## src/rtl/nibble_serial_alu.sv

```systemverilog
// Nibble-serial ALU: ADD/SUB/AND/XOR on W=4*NIBBLES bit operands, one 4-bit slice per cycle,
// LSB first, with the slice propagate/generate terms exported for a carry-lookahead stage.
module nibble_serial_alu #(
   parameter  int NIBBLES = 4,
   localparam int W       = 4 * NIBBLES,
   localparam int IDX_W   = (NIBBLES > 1) ? $clog2(NIBBLES) : 1
) (
   input  logic             clk,
   input  logic             rst_n,
   input  logic             start,
   input  logic [1:0]       op,
   input  logic [W-1:0]     a,
   input  logic [W-1:0]     b,
   output logic             ready,
   output logic             busy,
   output logic             done,
   output logic [W-1:0]     result,
   output logic             carry_out,
   output logic             zero,
   output logic             overflow,
   output logic [3:0]       slice_p,
   output logic [3:0]       slice_g,
   output logic [IDX_W-1:0] slice_idx
);

   typedef enum logic [1:0] {S_IDLE, S_RUN, S_DONE} state_t;

   localparam logic [1:0] OP_ADD = 2'b00;
   localparam logic [1:0] OP_SUB = 2'b01;
   localparam logic [1:0] OP_AND = 2'b10;

   state_t           state_q, state_d;
   logic [IDX_W-1:0] idx_q, idx_d;
   logic [W-1:0]     result_q, result_d;
   logic             cout_q, cout_d;
   logic             ovf_q, ovf_d;
   logic [W-1:0]     a_q, a_d;
   logic [W-1:0]     bx_q, bx_d;
   logic [1:0]       op_q, op_d;
   logic             carry_q, carry_d;
   logic [W-1:0]     shadow_q, shadow_d;

   logic [3:0] a_sl, b_sl, p_sl, g_sl, sum_sl, res_sl;
   logic [4:0] chain;
   logic       arith, last;

   // Slice select and 4-bit ripple through the p/g terms
   always_comb begin
      a_sl = 4'h0;
      b_sl = 4'h0;
      for (int i = 0; i < NIBBLES; i++) begin
         if (idx_q == IDX_W'(i)) begin
            a_sl = a_q[4*i +: 4];
            b_sl = bx_q[4*i +: 4];
         end
      end
      p_sl     = a_sl | b_sl;
      g_sl     = a_sl & b_sl;
      chain    = 5'b0;
      chain[0] = carry_q;
      for (int k = 0; k < 4; k++) begin
         chain[k+1] = g_sl[k] | (p_sl[k] & chain[k]);
      end
      sum_sl = a_sl ^ b_sl ^ chain[3:0];
      arith  = ~op_q[1];
      last   = (idx_q == IDX_W'(NIBBLES - 1));
      case (op_q)
         OP_AND:  res_sl = a_sl & b_sl;
         2'b11:   res_sl = a_sl ^ b_sl;
         default: res_sl = sum_sl;
      endcase
   end

   always_comb begin
      state_d  = state_q;
      idx_d    = idx_q;
      result_d = result_q;
      cout_d   = cout_q;
      ovf_d    = ovf_q;
      a_d      = a_q;
      bx_d     = bx_q;
      op_d     = op_q;
      carry_d  = carry_q;
      shadow_d = shadow_q;
      case (state_q)
         S_IDLE, S_DONE: begin
            if (start) begin
               state_d = S_RUN;
               a_d     = a;
               bx_d    = (op == OP_SUB) ? ~b : b;
               op_d    = op;
               carry_d = (op == OP_SUB);
               idx_d   = '0;
            end else if (state_q == S_DONE) begin
               state_d = S_IDLE;
            end
         end
         S_RUN: begin
            for (int i = 0; i < NIBBLES; i++) begin
               if (idx_q == IDX_W'(i)) shadow_d[4*i +: 4] = res_sl;
            end
            if (arith) carry_d = chain[4];
            if (last) begin
               // Result and flags publish together on entry to DONE
               state_d  = S_DONE;
               idx_d    = '0;
               result_d = shadow_d;
               cout_d   = arith & chain[4];
               ovf_d    = arith & (a_q[W-1] == bx_q[W-1]) & (res_sl[3] != a_q[W-1]);
            end else begin
               idx_d = idx_q + IDX_W'(1);
            end
         end
         default: state_d = S_IDLE;
      endcase
   end

   always_ff @(posedge clk or negedge rst_n) begin
      if (!rst_n) begin
         state_q  <= S_IDLE;
         idx_q    <= '0;
         result_q <= '0;
         cout_q   <= 1'b0;
         ovf_q    <= 1'b0;
      end else begin
         state_q  <= state_d;
         idx_q    <= idx_d;
         result_q <= result_d;
         cout_q   <= cout_d;
         ovf_q    <= ovf_d;
      end
   end

   // Operand/working registers are only read in RUN, so they need no reset
   always_ff @(posedge clk) begin
      a_q      <= a_d;
      bx_q     <= bx_d;
      op_q     <= op_d;
      carry_q  <= carry_d;
      shadow_q <= shadow_d;
   end

   assign ready     = (state_q == S_IDLE) || (state_q == S_DONE);
   assign busy      = (state_q == S_RUN);
   assign done      = (state_q == S_DONE);
   assign result    = result_q;
   assign carry_out = cout_q;
   assign overflow  = ovf_q;
   assign zero      = (result_q == '0);
   assign slice_p   = busy ? p_sl : 4'h0;
   assign slice_g   = busy ? g_sl : 4'h0;
   assign slice_idx = idx_q;

endmodule

```

## config.mk

```make
export PLATFORM = sky130hd
export DESIGN_NAME = nibble_serial_alu
export DESIGN_NICKNAME = d
export VERILOG_FILES = /design/src/rtl/nibble_serial_alu.sv
export SDC_FILE = /design/constraint.sdc
export NUM_CORES = 1
export LEC_CHECK = 0
export ABC_CLOCK_PERIOD_IN_PS = 6200
export BUFFER_PORTS_ARGS = -buffer_cell sky130_fd_sc_hd__buf_2
export CORE_UTILIZATION = 59
export DETAILED_ROUTE_END_ITERATION = 10
export GPL_TIMING_DRIVEN = 1
export PLACE_DENSITY_LB_ADDON = 0.15
export RECOVER_POWER = 50
export SKIP_CTS_REPAIR_TIMING = 1
export SYNTH_ARGS = -nofsm -noshare
export SYNTH_HDL_FRONTEND = slang
export SYNTH_SLANG_ARGS = --single-unit
```

## constraint.sdc

```tcl
create_clock -name clk -period 6.2 [get_ports clk]
set_input_delay 1.24 -clock clk [delete_from_list [all_inputs] [get_ports clk]]
set_output_delay 1.24 -clock clk [all_outputs]
set_load 0.05 [all_outputs]
```

Yosys cells after proc, flatten, opt, wreduce, memory -nomap -nowiden:

Cells that the tools add are included.

* output and inout port bits: 32
* bits in registers: 73
* logic and storage cells: 79
* input bits: 37

* bitwise operators: 17
* equality and inequality tests: 14
* multiplexer cells: 26
* reductions and logical operators: 11
* add/sub/neg operators: 1

Operator list (number)
* two-way mux 4 bit: 14
* zero test 16 bit: 1
* two-way mux 16 bit: 1
* inverter 16 bit: 1
* equality test 2 bit, second input constant: 5
* two-way mux 2 bit: 5
* case mux 2 bit (2 select lines): 2
* case mux 4 bit (2 select lines): 1
* AND reduction 2 bit: 4
* XOR 4 bit: 2
* bitwise AND 1 bit: 7
* equality test 2 x 1 -> 1 bit, second input constant: 3
* bitwise AND 4 bit: 1
* zero test 2 bit: 2
* inequality test 2 bit, second input constant: 2
* bitwise OR 1 bit: 4
* bitwise OR 4 bit: 1
* inequality test 3 bit, second input constant: 1
* AND reduction 3 bit: 1
* adder 2 x 1 -> 2 bit, second input constant: 1
* two-way mux 1 bit: 2
* inequality test 2 x 1 -> 1 bit, second input constant: 1
* case mux 1 bit (2 select lines): 1
* nonzero test 2 bit: 1
* other kinds (5): 5

Logic depth before layout (Yosys ltp):

* word-level depth: 16
* depth in mapped cells: 15
* gate-level depth less buffers: 14

Worst setup path after synthesis:

No wires, ideal clock.

* kind: register to register
* from: register idx_q[0], in the netlist slice_idx[0]
* to: register result_q[11], in the netlist result[11]
* period minus slack after synthesis: 3.734 ns
* data arrival time: 3.652 ns
* stages on the path, launching flop included: 16
* setup time: 0.082 ns
* slack: 2.466 ns
* data required time: 6.118 ns
* buffers on the path: 1
* cell sequence: dfrtp_1 inv_1 ha_1 buf_1 a21oi_1 o21ai_0 a22oi_1 fa_1 inv_1 fa_1 fa_1 inv_1 fa_1 o21ai_0 o21ai_0 a31oi_1

* cells in the longest elaborated chain, start to end: 15
* elaborated cells on any way between the ends: 25
* classes of those cells: 3 x eq/ne; 10 x mux; 10 x bitwise; 2 x reduce/logical

Ends and longest elaborated chain
* start: declaration: RTL line 33 `logic [IDX_W-1:0] idx_q, idx_d;`
* start signal: assignment: RTL line 127 `idx_q <= idx_d;`
* zero test 2 bit: RTL line 52 `if (idx_q == IDX_W'(i)) begin`
* two-way mux 4 bit (4 in a row): RTL line 52
* bitwise OR 4 bit: RTL line 57 `p_sl = a_sl | b_sl;`
* bitwise AND 1 bit: RTL line 62 `chain[k+1] = g_sl[k] | (p_sl[k] & chain[k]);`
* bitwise OR 1 bit: RTL line 62
* bitwise AND 1 bit: RTL line 62
* bitwise OR 1 bit: RTL line 62
* bitwise AND 1 bit: RTL line 62
* bitwise OR 1 bit: RTL line 62
* XOR 4 bit: RTL line 64 `sum_sl = a_sl ^ b_sl ^ chain[3:0];`
* case mux 4 bit (2 select lines): RTL line 67 `case (op_q)`
* two-way mux 4 bit: RTL line 100 `if (idx_q == IDX_W'(i)) shadow_d[4*i +: 4] = res_sl;`
* end signal: assignment: RTL line 128 `result_q <= result_d;`
* end: declaration: RTL line 34 `logic [W-1:0] result_q, result_d;`

Parallel ways exist; a longest one is shown, timed or not.
A chain may end at the register's enable or synchronous reset.

Worst setup path after layout:

* from: register idx_q[0], in the netlist slice_idx[0]
* to: register result_q[3], in the netlist result[3]

* cells in the longest elaborated chain, start to end: 15
* elaborated cells on any way between the ends: 25
* classes of those cells: 3 x eq/ne; 10 x mux; 10 x bitwise; 2 x reduce/logical

Ends and longest elaborated chain (RTL line)
* zero test 2 bit: 52, 100
* two-way mux 4 bit (4 in a row): 52
* bitwise OR 4 bit: 57
* bitwise AND 1 bit: 62
* bitwise OR 1 bit: 62
* bitwise AND 1 bit: 62
* bitwise OR 1 bit: 62
* bitwise AND 1 bit: 62
* bitwise OR 1 bit: 62
* XOR 4 bit: 64
* case mux 4 bit (2 select lines): 67
* two-way mux 4 bit: 100

Parallel ways exist; a longest one is shown, timed or not.

==> flow_metrics.tcl <==
set metrics [dict create \
    slew_violations 35 \
    synth_edf_count 47 \
    fin_nets 417 \
    layout_common_cells "67 x buf_2, 47 x edfxtp_1, 35 x nand2_1, 28 x a21oi_1, 22 x dfrtp_1" \
    rsz0062_at_grt "false" \
    netlist-cell-type-count 34 \
    cp_max_fo 23 \
    cts-root-buf "clkbuf_8" \
    synthArstFlopShare 0.3188 \
    fmax_mhz 246.6 \
    clock_latency_ns 0.34 \
    drtIter0Drc 156 \
    fin_crit_sh 0.6542 \
    cts.htree.levels 3 \
    netlist_area_um2 3485 \
    tightest_slew_ns 1.799 \
    clkSinkCount 69 \
    hold_viol 0 \
    grt_usage 0.2523 \
    grt_start_max_net_pins 40 \
    numCtsBuffers 9 \
    ioPinCount 69 \
    rows 27 \
    syn_avg_cell_area_um2 11.62 \
    fillers 426 \
    io_buffers 68 \
    dr.pass1.iters 5 \
    wl_per_cell_um 16.38 \
    yosys_register_bits 69 \
    cts_tree "yes" \
    place.gp.congestion 0.7687 \
    first_global_vias 2488 \
    netlist.area_leader.share 0.4050 \
    synth.area.top_cells "edfxtp_1 41%, dfrtp_1 16%, ha_1 4.3%" \
    required_ns 6.45 \
    hold_path_class "reg -> reg" \
    start_kind "flop" \
    violations "capacitance limit, slew limit" \
    syn_to_final_growth_pct 16.01 \
    antenna_found_initial 0 \
    routed-via-count 2500 \
    drive_gt1_frac 0.2439 \
    critPathCaptureType "flop" \
    coreArea_um2 5608 \
    hpwlAfterDp_um 4999 \
    vias_per_cell 5.669 \
    die_h_um 78.85 \
    ant_nets 0 \
    drc 0 \
    cp.arrival_ns 4.31 \
    setup_tns_ns 0 \
    fin_skew_ns 0.007378 \
    layout_commonest_cell "buf_2" \
    synth-seq-area-share 0.5630 \
    syn-num-nets 353 \
    period_minus_slack_ns 4.056 \
    grt-ovfl-total 0 \
    start_util 0.6214 \
    status "finished, violations left" \
    wl_um 7224 \
    die_w_um 78.85 \
    path_class "reg -> reg" \
    grt_pass1_wl_um 11690 \
    drv_cap 1 \
    synth_cells 300 \
    path_clk_slew_ns 0.07 \
    setup_viol 0 \
    ys_warn_count 0 \
    slew_headroom -0.1992 \
    diodes 0 \
    yosysTopAreaCell "edfxtp_1" \
    synthFlopType "edfxtp_1" \
    cts_buffer_depth 2 \
    dieArea_um2 6217 \
]
worst max-delay path, stage by stage (launching register included):
cell and delay [ns]:
dfrtp_1 0.45, inv_1 0.11, ha_1 0.74, a21oi_1 0.18
a22oi_1 0.34, fa_1 0.23, inv_1 0.05, fa_1 0.37
fa_1 0.38, inv_1 0.08, fa_1 0.50, o21ai_0 0.18
o21ai_0 0.14, a31oi_1 0.22
metrics by stage:
| stage | std cells | util | cell area (µm²) | hold slack, ns | setup WS (ns) |
|---|---|---|---|---|---|
| 3_5_place_dp | 425 | 0.6854 | 3844 | 0.4922 | 2.212 |
| 3_3_place_gp | 425 | 0.6854 | 3844 | 0.4629 | 2.412 |
| 5_1_grt | 441 | 0.7209 | 4043 | 0.5503 | 1.825 |
| 6_report | 441 | 0.7209 | 4043 | 0.5067 | 2.144 |
| 4_1_cts | 441 | 0.7218 | 4048 | 0.5083 | 2.181 |
| 2_1_floorplan | 300 | - | 3485 | 0.5202 | 2.466 |
registers in the layout, summed over array words and instances, names as in the netlist, 2 cells and up:
name,flops
a_q,16
bx_q,16
op_q,2
result,16
shadow_q,12
slice_idx,2
state_q,2
synthesized netlist by cell type (4+ instances only):
master    number
inv_1         17
fa_1           4
a31oi_1       12
mux2_2         4
xnor2_1       16
buf_2          6
o21ai_0       20
mux2_4         6
a22o_1         8
nand2_1       35
a21oi_1       28
nor2_1         5
clkbuf_1       6
mux2i_1        7
a22oi_1        8
edfxtp_1      47
dfrtp_1       22
nor4_1         4
and2_1         7
o31ai_1        4
ha_1          12
logic make-up (layout without fill, tap and decap cells):
| kind of cell | count (synthesis) | in the layout | synth area share |
|---|---|---|---|
| simple gates | 62 | 62 | 0.08295 |
| xor+xnor | 16 | 16 | 0.04021 |
| buf+inv | 36 | 105 | 0.04524 |
| flops | 69 | 69 | 0.5630 |
| fa+ha+maj | 16 | 16 | 0.06607 |
| compound gates | 84 | 84 | 0.1436 |
| mux | 17 | 17 | 0.05889 |
per-layer routing:
metal  global-route usage  part of all wire
met1               0.3111              0.41
met3              0.04713             0.056
met5                    0                 0
met4               0.1273             0.012
met2               0.4252              0.52
worst paths after layout:
| check | startpoint | endpoint | slack (ns) | cells after the start |
|---|---|---|---|---|
| max reg2reg | slice_idx[0]$_DFFE_PN0P_ | result[3]$_DFFE_PN0P_ | 2.14 | 13 |
| min reg2reg | overflow$_DFFE_PN0P_ | overflow$_DFFE_PN0P_ | 0.51 | 2 |
| max in group asynchronous | rst_n | result[10]$_DFFE_PN0P_ | 4.37 | 1 |
| min in group asynchronous | rst_n | overflow$_DFFE_PN0P_ | 1.12 | 1 |
| max | slice_idx[0]$_DFFE_PN0P_ | result[3]$_DFFE_PN0P_ | 2.14 | 13 |
| min | overflow$_DFFE_PN0P_ | overflow$_DFFE_PN0P_ | 0.51 | 2 |
cell type report:
cell class | count | area, µm² | area share
timing repair buffer | 70 | 350.3 | 0.08666
sequential | 69 | 1962 | 0.4853
multi-input combinational | 195 | 1365 | 0.3377
clock inverter | 7 | 80.08 | 0.01981
tap | 72 | 90.09 | 0.02228
clock buffer | 9 | 123.9 | 0.03064
inverter | 19 | 71.32 | 0.01764
Power is left out: the tool's default activity adds up to more than one toggle a clock period on the data nets, which glitch-free logic cannot reach.
